[src/rtl/disp_scan4.sv]
// Four-digit multiplexed display scanner for a common-anode 7-segment display.
// Holds a 16-bit value, commits new values only at frame boundaries, and scans one nibble per slot.
`timescale 1ns/1ps
module disp_scan4 #(
  parameter int DIV   = 50000,
  parameter int BLANK = 2
) (
  input  logic        clk,
  input  logic        rst,
  input  logic        load,
  input  logic [15:0] value,
  input  logic        lz_blank,
  output logic [3:0]  dig,
  output logic [3:0]  an,
  output logic        frame_start
);

  localparam int CW = (DIV > 2) ? $clog2(DIV) : 1;

  logic [CW-1:0] cnt_reg, cnt_next;
  logic [1:0]    idx_reg, idx_next;
  logic [15:0]   shown_reg, shown_next;
  logic [15:0]   pending_reg, pending_next;
  logic          pend_v_reg, pend_v_next;
  logic [3:0]    dig_reg, dig_next;
  logic [3:0]    an_reg, an_next;
  logic          frame_start_reg, frame_start_next;

  logic          slot_end;
  logic          wrap;
  logic [3:0]    upper_zero;
  logic          blanked;

  assign slot_end = (cnt_reg == CW'(DIV - 1));
  assign wrap     = slot_end && (idx_reg == 2'd3);

  // upper_zero[gi]: nibbles gi..3 of the value about to be shown are all zero
  generate
    for (genvar gi = 0; gi < 4; gi++) begin : g_upper_zero
      assign upper_zero[gi] = (shown_next[15:4*gi] == '0);
    end
  endgenerate

  always_comb begin
    cnt_next         = slot_end ? '0 : cnt_reg + 1'b1;
    idx_next         = slot_end ? idx_reg + 2'd1 : idx_reg;
    shown_next       = shown_reg;
    pending_next     = pending_reg;
    pend_v_next      = pend_v_reg;
    frame_start_next = wrap;

    // A load on the wrap edge goes straight to the display and leaves nothing pending
    if (wrap && load) begin
      shown_next  = value;
      pend_v_next = 1'b0;
    end else if (load) begin
      pending_next = value;
      pend_v_next  = 1'b1;
    end else if (wrap && pend_v_reg) begin
      shown_next  = pending_reg;
      pend_v_next = 1'b0;
    end
  end

  // Outputs are registered from the next-state values so they track cnt/idx without lag
  always_comb begin
    dig_next = shown_next[{idx_next, 2'b00} +: 4];
    blanked  = lz_blank && (idx_next != 2'd0) && upper_zero[idx_next];
    an_next  = 4'hF;
    if ((cnt_next >= CW'(BLANK)) && !blanked) begin
      an_next = ~(4'b0001 << idx_next);
    end
  end

  always_ff @(posedge clk) begin
    if (rst) begin
      cnt_reg         <= '0;
      idx_reg         <= 2'd0;
      shown_reg       <= 16'h0000;
      pending_reg     <= 16'h0000;
      pend_v_reg      <= 1'b0;
      dig_reg         <= 4'h0;
      an_reg          <= 4'hF;
      frame_start_reg <= 1'b0;
    end else begin
      cnt_reg         <= cnt_next;
      idx_reg         <= idx_next;
      shown_reg       <= shown_next;
      pending_reg     <= pending_next;
      pend_v_reg      <= pend_v_next;
      dig_reg         <= dig_next;
      an_reg          <= an_next;
      frame_start_reg <= frame_start_next;
    end
  end

  assign dig         = dig_reg;
  assign an          = an_reg;
  assign frame_start = frame_start_reg;

endmodule

[config.mk]
export PLATFORM = sky130hd
export DESIGN_NAME = disp_scan4
export DESIGN_NICKNAME = d
export VERILOG_FILES = /design/src/rtl/disp_scan4.sv
export SDC_FILE = /design/constraint.sdc
export NUM_CORES = 1
export LEC_CHECK = 0
export ABC_CLOCK_PERIOD_IN_PS = 2960
export BUFFER_PORTS_ARGS = -buffer_cell sky130_fd_sc_hd__buf_2
export CAP_MARGIN = 20
export CELL_PAD_IN_SITES_DETAIL_PLACEMENT = 0
export CELL_PAD_IN_SITES_GLOBAL_PLACEMENT = 1
export CORE_MARGIN = 3
export CORE_UTILIZATION = 23
export CTS_CLUSTER_DIAMETER = 150
export CTS_CLUSTER_SIZE = 30
export DETAILED_ROUTE_END_ITERATION = 16
export PLACE_DENSITY = 0.53
export RECOVER_POWER = 100
export SETUP_SLACK_MARGIN = 0.3
export SLEW_MARGIN = 20
export SYNTH_ARGS = -nofsm -noshare
export SYNTH_HDL_FRONTEND = slang
export SYNTH_SLANG_ARGS = --single-unit
[constraint.sdc]
create_clock -name clk -period 2.96 [get_ports clk]
set_input_delay 0.444 -clock clk [delete_from_list [all_inputs] [get_ports clk]]
set_output_delay 0.444 -clock clk [all_outputs]
set_load 0.03 [all_outputs]
# == Word-level counts from Yosys, hierarchy flattened ==
# Index checks and enable logic that the tools add are counted.
# word_totals
ff_bits,60
in_bits,20
# classes
n_mux,9
n_shift,2
reduce_logical,16
magnitude_cmp,2
add_sub_neg,2
n_bitwise,3
eq_ne,2
# op_table
operator,n
$mux 16,4
$add 16x1->16 const B,1
$eq 16x16->1 const B,1
$ge 16x2->1 const B,1
$logic_not 16->1,1
$shiftx 16x5->4,1
$logic_not 12->1,1
$logic_not 8->1,1
$logic_and 1x1->1,6
$logic_not 4->1,1
$not 4->4,1
$reduce_bool 2->1,2
$reduce_or 2->1,2
$shl 1x2->4 const A,1
$lt 2x3->1 const B,1
$mux 1,3
$add 2x1->2 const B,1
$bmux 1 s2,1
$eq 2x2->1 const B,1
$mux 2,1
$not 1->1,2
$reduce_and 2->1,1
$logic_not 1->1,1

# == Logic depth before layout (Yosys ltp) ==
# Gate-level depths: netlist (run 1).
# logic_depth
word_depth,14
depth_mapped,12

# == Least setup slack after synthesis (run 1) ==
# OpenSTA, ideal clock, no wires.
# synth_path
kind,reg-to-reg
start,register cnt_reg[0]
end,"register an_reg[1], in the netlist an[1]"
setup_ns,0.064
t_required_ns,2.896
t_arrival_ns,2.523
path_stages_with_launch,11
setup_slack_ns,0.374
synth_period_minus_slack_ns,2.586
path_cell_list,dfxtp_1 > ha_1 > and4_1 > buf_2 > and4_1 > buf_6 > a32o_1 > a221oi_1 > nand4_1 > or4_1 > nand3_1
# synth_between
elab_chain_len,14
word_cells_on_any_way,26
cone_classes,1 x add/sub; 1 x order compare; 1 x eq/ne; 1 x shift; 7 x mux; 2 x bitwise; 13 x reduce/logical
# synth_lines
element,line,rtl
start: declaration,20,"logic [CW-1:0] cnt_reg, cnt_next;"
start signal: assignment,86,cnt_reg <= cnt_next;
branches (longest 14 deep; another with $add 16x1->16),--,
end signal: assignment,92,an_reg <= an_next;
end: declaration,26,"logic [3:0] an_reg, an_next;"
# Several ways; the timed one is not identified. The select of a mux whose other input is x is not followed.
# A chain may end at the register's enable or synchronous reset.

# == Worst setup path after layout (run 1) ==
# layout_path
start,register idx_reg[0]
end,"register an_reg[1], in the netlist an[1]"
# layout_between
elab_chain_len,14
word_cells_on_any_way,24
cone_classes,1 x add/sub; 1 x eq/ne; 1 x shift; 6 x mux; 2 x bitwise; 13 x reduce/logical
# layout_lines
element,line,rtl
start: declaration,21,"logic [1:0] idx_reg, idx_next;"
start signal: assignment,87,idx_reg <= idx_next;
$eq 2x2->1,35,assign wrap = slot_end && (idx_reg == 2'd3);
$logic_and 1x1->1,35,
$logic_and 1x1->1,59,end else if (wrap && pend_v_reg) begin
$mux 16,59,
$mux 16,56,end else if (load) begin
$mux 16,53,if (wrap && load) begin
"$logic_not 16->1, or another cell as far along",40,assign upper_zero[gi] = (shown_next[15:4*gi] == '0);
$bmux 1 s2,68,blanked = lz_blank && (idx_next != 2'd0) && upper_zero[idx_next];
$mux 1 (implied by the code),68,
$logic_and 1x1->1,68,
$logic_not 1->1,70,if ((cnt_next >= CW'(BLANK)) && !blanked) begin
$logic_and 1x1->1,70,
$not 1->1 (no line),--,
$reduce_or 2->1 (no line),--,
# Several ways; a longest one is shown, not always the timed one. The select of a mux whose other input is x is not followed.

==> flow_summary.json, run 1 <==
{
  "r2r_start": "idx_reg[0]",
  "clk_latency_ns": 0.34,
  "core_mm2": 0.01272,
  "nFillCells": 1445,
  "postSynthNetCount": 396,
  "io_buffers": 28,
  "syn_inst": 374,
  "hpwl_um": 6148,
  "antenna_found_initial": 0,
  "grt_pass1_vias": 2648,
  "rsz0062_at_grt": "no",
  "drc_errors": 0,
  "gr-total-overflow": 0,
  "boundaryPins": 29,
  "synth_area_per_cell_um2": 8.042,
  "initial_core_util": 0.2364,
  "wl_um": 8703,
  "cts.clk_slew.worst_paths_ns": 0.05,
  "whs_path_depth": 3,
  "hp-start": "value[5]",
  "cp_top_family": "simple AND/OR/NAND/NOR gates",
  "synth_seq_area_share": 0.3993,
  "grt_max_degree": 42,
  "async_reset_ff_frac": 0,
  "rrSetupSlack_ns": 0.31,
  "place_ws_ns": 0.2104,
  "die_y_um": 120.4,
  "routed-via-count": 2775,
  "path_common_cell": "and4_1",
  "cts.sinks": 60,
  "synth_most_common_cell": "dfxtp_1",
  "row_count": 41,
  "synth_top_area_cell": "dfxtp_1",
  "critical-path-max-stage-delay_ns": 0.50,
  "final_layout_size_suffix_gt1_frac": 0.1630,
  "dr.first_iter.drc_count": 130,
  "ys_top_cells_by_count": "dfxtp_1, nor2_1, nand2_1",
  "max-cap-violations": 0,
  "slowest_stage": "or4_1",
  "synth.area.top_cells": "dfxtp_1, nor2_1, nand2_1, a21oi_1, a31oi_1",
  "p_comb_frac": 0.055,
  "final_nets": 429,
  "tightest_slew_ns": 0.7343,
  "reg2reg_depth": 9,
  "hp-class": "in -> reg",
  "synth_warnings": 0,
  "cts_tree": "done",
  "cp_cell_sequence": "ha_1, and4_1, and4_1, buf_4, a32o_2, a221oi_1, nand4_1, or4_1, nand3_1",
  "period_minus_slack_ns": 2.650,
  "pwr-share-seq": 0.408,
  "synth_seq_cells": 60,
  "ctsLongestPathBuffers": 2,
  "netlist_area_mm2": 0.003008,
  "clkPwrFrac": 0.537,
  "slew_headroom": 0.5105,
  "fp.dieArea_mm2": 0.01449,
  "max_freq_mhz": 377.3,
  "crit_type": "reg -> reg",
  "synth.top_cell.area_share": 0.3993,
  "end_kind": "register",
  "status": "completed",
  "worst_ep_required_time_ns": 3.23,
  "grt_usage": 0.1237,
  "hold_viol_final": 0,
  "switching_share": 0.2262,
  "setup_slack_ns": 0.3099,
  "crit_path_start_kind": "register",
  "die_x_um": 120.4,
  "p_int_w": 0.001595,
  "power_switching_w": 0.0004663,
  "p_per_area_mw_per_mm2": 553.1,
  "ant_nets": 0,
  "fin_setup_tns_ns": 0,
  "drtPass1Iterations": 4,
  "root_buffer": "clkbuf_16",
  "cts_made_buffers": 9,
  "via_per_inst": 4.760,
  "setup_viol": 0,
  "gp_congestion": 0.7872,
  "grt_pass1_wl_um": 13910,
  "r2r_end": "an[1]",
  "path_max_fanout": 12,
  "synth-edff-count": 0,
  "cts_max_level": 3,
  "worstPathArrival_ns": 2.92,
  "period_share": 0.8953,
  "whs_endpoint": "pending_reg[5]",
  "cp_num_buf_inv": 1,
  "detail_route.wl_per_cell_um": 14.93,
  "power_leakage_nw": 1.454,
  "synth_cell_types": 44,
  "slew_viol_final": 0,
  "synth_ff_type": "dfxtp_1",
  "diodes": 0,
  "ir_drop_v": 0.0002716,
  "area_growth_pct": 23.92,
  "fin_skew_ns": 0.007355
}
power groups by stage:
stage / clock, W / sequential, W / combinational [W]
floorplan: 0 / 0.000856 / 0.0000697
global placement: 0 / 0.000855 / 0.000113
detailed placement: 0 / 0.000856 / 0.000113
CTS: 0.00114 / 0.000838 / 0.000114
global route: 0.00118 / 0.000842 / 0.000129
finish: 0.00111 / 0.000840 / 0.000113
cell families (layout without fill, tap and decap cells):
kind of cell / after synthesis / count (layout) / synth area share
fa+ha+maj: 2 / 2 / 0.008318
compound gates: 86 / 86 / 0.1914
mux: 10 / 10 / 0.03536
flops: 60 / 60 / 0.3993
xor+xnor: 16 / 16 / 0.04659
simple gates: 154 / 154 / 0.2438
buf+inv: 46 / 83 / 0.07529
tightest hold or removal path, stage by stage:
cell,delay [ns]
buf_2,0.11
nand2_1,0.05
a21oi_1,0.05
stage by stage:
| step | power (W) | hold slack [ns] | utilization | instance area [um^2] | instances |
|---|---|---|---|---|---|
| global route | 0.002152 | 0.3571 | 0.2930 | 3727 | 583 |
| floorplan | 0.0009253 | 0.4363 | - | 3008 | 374 |
| detailed placement | 0.0009689 | 0.4477 | 0.2640 | 3358 | 565 |
| CTS | 0.002097 | 0.3440 | 0.2895 | 3684 | 580 |
| finish | 0.002061 | 0.3577 | 0.2930 | 3727 | 583 |
| global placement | 0.0009680 | 0.4459 | 0.2640 | 3358 | 565 |
cells in the final DEF, fill, tap and decap left out, types with 9 or more instances in the layout:
master	Yosys	final
buf_2	7	19
inv_1	15	15
nand3_1	12	12
buf_4	0	19
nand2_1	49	48
a21oi_1	23	23
dfxtp_1	60	59
clkbuf_16	0	9
clkbuf_1	17	16
o21ai_0	9	12
a31oi_1	13	13
nor2_1	54	54
how the worst max path moves through the flow:
stage | startpoint | endpoint | depth (start not counted)
floorplan | cnt_reg[0] | an[1] | 10
global placement | cnt_reg[0] | an[1] | 9
detailed placement | cnt_reg[0] | an[1] | 9
CTS | cnt_reg[0] | an[1] | 8
global route | idx_reg[0] | an[1] | 9
finish | idx_reg[0] | an[1] | 9
routing by layer:
layer  global-route usage  up-vias  wire length (um)
met3              0.04163       13               348
li1                     -     1404                 -
met5                    0        -                 0
met4              0.04108        0               143
met2               0.1973       50              4234
met1               0.1569     1308              3976
layout make-up:
class | count | area (um^2) | area share
Timing Repair Buffer | 53 | 294.0 | 0.07889
Inverter | 15 | 56.30 | 0.01511
Tap cell | 172 | 215.2 | 0.05774
Multi-Input combinational cell | 268 | 1653 | 0.4434
Sequential cell | 60 | 1202 | 0.3226
Clock inverter | 5 | 77.57 | 0.02081
Clock buffer | 10 | 229.0 | 0.06143
what timing repair did:
action	4_1_cts	5_1_grt
endpoints found under the setup margin	1	6
buffers inserted	0	3
hold buffers	0	0
pin swaps	0	2
resized for setup	3	20
Note: power is estimated with default switching activity, not from simulation.
==> run 2: changes to the inputs <==
CORE_UTILIZATION = 44   (was 23)
PLACE_DENSITY = 0.85   (was 0.53)
RECOVER_POWER = 50   (was 100)
==> flow_summary.json, run 2 (synthesis gave the netlist of run 1 again) <==
{
  "diodes": 0,
  "max-cap-violations": 0,
  "ir_drop_v": 0.0002715,
  "rsz0062_at_grt": "yes",
  "status": "completed",
  "io_buffers": 28,
  "root_buffer": "clkbuf_8",
  "final_layout_size_suffix_gt1_frac": 0.1687,
  "gr-total-overflow": 0,
  "final_common_cell": "dfxtp_1",
  "via_per_inst": 5.708,
  "tightest_slew_ns": 0.7713,
  "path_max_fanout": 12,
  "final_cell_count_no_fill": 486,
  "period_minus_slack_ns": 2.614,
  "worstPathArrival_ns": 2.90,
  "cts_max_level": 3,
  "crit_path_start_kind": "register",
  "mostFrequentLayoutCells": "dfxtp_1, nor2_1, nand2_1",
  "slew_viol_final": 0,
  "placed_cells": 469,
  "fp.dieArea_mm2": 0.007864,
  "reg2reg_depth": 9,
  "hp-class": "in -> reg",
  "place_area_mm2": 0.003232,
  "boundaryPins": 29,
  "grt_pass1_wl_um": 12380,
  "die_x_um": 88.68,
  "final_nets": 426,
  "drc_errors": 0,
  "setup_viol": 0,
  "whs_endpoint": "pending_reg[4]",
  "p_per_area_mw_per_mm2": 465.1,
  "antenna_found_initial": 0,
  "cts.clk_slew.worst_paths_ns": 0.08,
  "end_kind": "register",
  "clk_latency_ns": 0.34,
  "grt_usage": 0.2050,
  "max_freq_mhz": 382.5,
  "grt_max_degree": 42,
  "r2r_end": "an[1]",
  "row_count": 29,
  "initial_core_util": 0.4631,
  "hp-start": "value[4]",
  "hpwl_um": 5130,
  "gp_congestion": 0.8080,
  "fin_skew_ns": 0.009919,
  "worst_ep_required_time_ns": 3.24,
  "r2r_start": "cnt_reg[0]",
  "detail_route.wl_per_cell_um": 15.25,
  "final_util": 0.5352,
  "grt_pass1_vias": 2573,
  "core_mm2": 0.006495,
  "fin_setup_tns_ns": 0,
  "slew_headroom": 0.4858,
  "hold_viol_final": 0,
  "cts_tree": "done",
  "dr.first_iter.drc_count": 125,
  "period_share": 0.8833,
  "whs_path_depth": 3,
  "power_leakage_nw": 1.392,
  "wl_um": 7413,
  "drtPass1Iterations": 4,
  "ant_nets": 0,
  "rrSetupSlack_ns": 0.35,
  "area_growth_pct": 15.56,
  "routed-via-count": 2774,
  "power.total_w": 0.001617,
  "cts_made_buffers": 9,
  "final_area_mm2": 0.003476,
  "cts.sinks": 60,
  "crit_type": "reg -> reg",
  "die_y_um": 88.68,
  "holdBufCountCts": 0,
  "ctsLongestPathBuffers": 2
}
[run 2: cell count changes in the layout (fill, tap and decap cells not counted), moves of 3 or more]
cell and delta:
clkbuf_1 -3, a221oi_2 +3, o21ai_1 +4, clkbuf_8 +10, a221oi_1 -4, clkbuf_16 -9
[run 2: layout make-up]
class / instances / area [um^2]
fillers: 630 / 3019
multi-input cells: 268 / 1660
flip-flops and latches: 60 / 1201
repair buffers: 50 / 282.8
clock buffers: 11 / 141.4
well taps: 77 / 96.34
inverters: 15 / 56.30
clock inverters: 5 / 37.54
[run 2: power breakdown]
part           total [W]  internal [W]  switching, W  leakage (nW)
Combinational   0.000109     0.0000380     0.0000705         0.819
Clock           0.000670      0.000328      0.000342        0.0855
Sequential      0.000838      0.000825     0.0000131         0.488
[run 2: worst max path at each step]
stage                start      to  slack, ns  depth (start not counted)
2_1_floorplan   cnt_reg[0]   an[1]       0.37                         10
3_5_place_dp    cnt_reg[0]   an[1]       0.25                          8
4_1_cts         cnt_reg[4]  dig[3]       0.35                          7
6_report        cnt_reg[0]   an[1]       0.35                          9
3_3_place_gp    cnt_reg[0]   an[1]       0.31                          8
5_1_grt        cnt_reg[15]   an[1]       0.15                          7
[run 2: per-stage QoR]
step,hold WS [ns],setup slack (ns)
3_3_place_gp,0.4431,0.3059
2_1_floorplan,0.4363,0.3737
4_1_cts,0.3314,0.3539
5_1_grt,0.3374,0.1523
3_5_place_dp,0.4475,0.2533
6_report,0.3415,0.3455
[run 2: worst max-delay path: stages (launching register included)]
cell     delay (ns)
dfxtp_1        0.39
ha_2           0.25
and4_1         0.24
and4_1         0.51
buf_4          0.24
a31oi_1        0.09
o21ai_1        0.23
nand4_1        0.13
or4_1          0.41
nand3_1        0.09
[run 2: layer usage]
layer / vias to the layer above / wire length, um / GRT usage
met1: 1304 / 3444 / 0.2652
met3: 17 / 348 / 0.05214
met5: - / 0 / 0
li1: 1386 / - / -
met2: 67 / 3434 / 0.3198
met4: 0 / 186 / 0.09478
[run 2: timing repair]
| item | in CTS | in global routing |
|---|---|---|
| setup endpoints to repair | 1 | 8 |
| gates resized for setup | 4 | 13 |
| cloned | 0 | 0 |
| buffers inserted | 0 | 1 |
| pin swaps | 0 | 2 |
==> run 3: changes to the inputs <==
CORE_UTILIZATION = 46   (was 44)
CTS_BUF_LIST = sky130_fd_sc_hd__clkbuf_8   (was default)
PLACE_DENSITY = 0.88   (was 0.85)
==> flow_summary.json, run 3 (synthesis gave the netlist of run 1 again) <==
{
  "status": "completed",
  "routed-via-count": 2789,
  "final_common_cell": "dfxtp_1",
  "fin_skew_ns": 0.008733,
  "final_util": 0.5700,
  "whs_ns": 0.3546,
  "fp.dieArea_mm2": 0.007546,
  "drc_errors": 0,
  "crit_path_start_kind": "register",
  "final_area_mm2": 0.003495,
  "tightest_slew_ns": 0.7957,
  "grt_usage": 0.2091,
  "detail_route.wl_per_cell_um": 15.18,
  "end_kind": "register",
  "mostFrequentLayoutCells": "dfxtp_1, nor2_1, nand2_1",
  "cts_tree": "done",
  "root_buffer": "clkbuf_8",
  "setup_viol": 0,
  "max-cap-violations": 0,
  "io_buffers": 28,
  "ctsLongestPathBuffers": 2,
  "final_layout_size_suffix_gt1_frac": 0.1659,
  "die_x_um": 86.87,
  "rrSetupSlack_ns": 0.33,
  "startpoint": "cnt_reg[0]",
  "p_per_area_mw_per_mm2": 502.5,
  "antenna_found_initial": 0,
  "whs_endpoint": "pending_reg[3]",
  "hp-start": "value[3]",
  "reg2reg_depth": 9,
  "drtPass1Iterations": 5,
  "grt_pass1_vias": 2589,
  "r2r_start": "cnt_reg[0]",
  "dr.first_iter.drc_count": 128,
  "cts_made_buffers": 9,
  "r2r_end": "an[1]",
  "hp-class": "in -> reg",
  "place_area_mm2": 0.003229,
  "period_share": 0.8877,
  "fin_setup_tns_ns": 0,
  "gr-total-overflow": 0,
  "power.total_w": 0.001756,
  "slew_viol_final": 0,
  "grt_max_degree": 43,
  "die_y_um": 86.87,
  "slew_headroom": 0.4695,
  "ir_drop_v": 0.0002776,
  "worstPathArrival_ns": 2.90,
  "ant_nets": 0,
  "clk_latency_ns": 0.33,
  "cts.sinks": 60,
  "worst_ep_required_time_ns": 3.23,
  "grt_pass1_wl_um": 12460,
  "diodes": 0,
  "wl_um": 7362,
  "gp_congestion": 0.8515,
  "cts_max_level": 3,
  "crit_type": "reg -> reg",
  "initial_core_util": 0.4906,
  "hpwl_um": 5032,
  "path_max_fanout": 11,
  "max_freq_mhz": 380.6,
  "via_per_inst": 5.751,
  "area_growth_pct": 16.18,
  "power_leakage_nw": 1.425,
  "boundaryPins": 29,
  "final_nets": 427,
  "rsz0062_at_grt": "yes",
  "core_mm2": 0.006131,
  "whs_path_depth": 3,
  "hold_viol_final": 0,
  "period_minus_slack_ns": 2.628,
  "cts.clk_slew.worst_paths_ns": 0.07,
  "row_count": 28
}
## run 3: layout make-up
class,instances,area [um^2]
Clock buffer,10,137.6
Fill cell,577,2636
Multi-Input combinational cell,268,1632
Tap cell,75,93.84
Inverter,15,56.30
Sequential cell,60,1202
Clock inverter,6,78.83
Timing Repair Buffer,51,294.0
## run 3: routing by layer
metal  up-vias  track usage  share of wire
met2        90       0.3043           0.45
met3        18      0.05771          0.057
li1       1389            -              -
met4         0      0.09915          0.024
met1      1292       0.2848           0.47
met5         -            0              0
## run 3: worst max-delay path by stage
stage | to | slack, ns | depth (start not counted)
2_1_floorplan | an[1] | 0.37 | 10
3_3_place_gp | an[1] | 0.27 | 9
3_5_place_dp | an[1] | 0.17 | 9
4_1_cts | an[1] | 0.30 | 9
5_1_grt | an[1] | 0.14 | 9
6_report | an[1] | 0.33 | 9
## run 3: critical path: stages, from the launching register on
cell and delay (ns):
dfxtp_2 0.34, ha_1 0.22, and4_1 0.22, and4_4 0.23, buf_4 0.18, a32o_1 0.26
a221oi_1 0.43, nand2_1 0.12, or4_1 0.48, nand3_1 0.09
## run 3: repair_timing
| action | 4_1_cts | 5_1_grt |
|---|---|---|
| pin swaps | 1 | 2 |
| setup buffers | 0 | 2 |
| setup endpoints to repair | 2 | 5 |
| gates resized for setup | 8 | 10 |
| hold buffers | 0 | 0 |
## run 3: metrics by stage
stage / setup WS [ns] / instances
floorplan: 0.3737 / 374
global placement: 0.2719 / 467
detailed placement: 0.1699 / 467
CTS: 0.3049 / 483
global route: 0.1373 / 485
finish: 0.3323 / 485
## run 3: report_power, final
| group | leakage [nW] | internal (W) | switching (W) |
|---|---|---|---|
| logic | 0.820 | 0.0000369 | 0.0000682 |
| registers | 0.488 | 0.000826 | 0.0000129 |
| clock network | 0.117 | 0.000490 | 0.000323 |
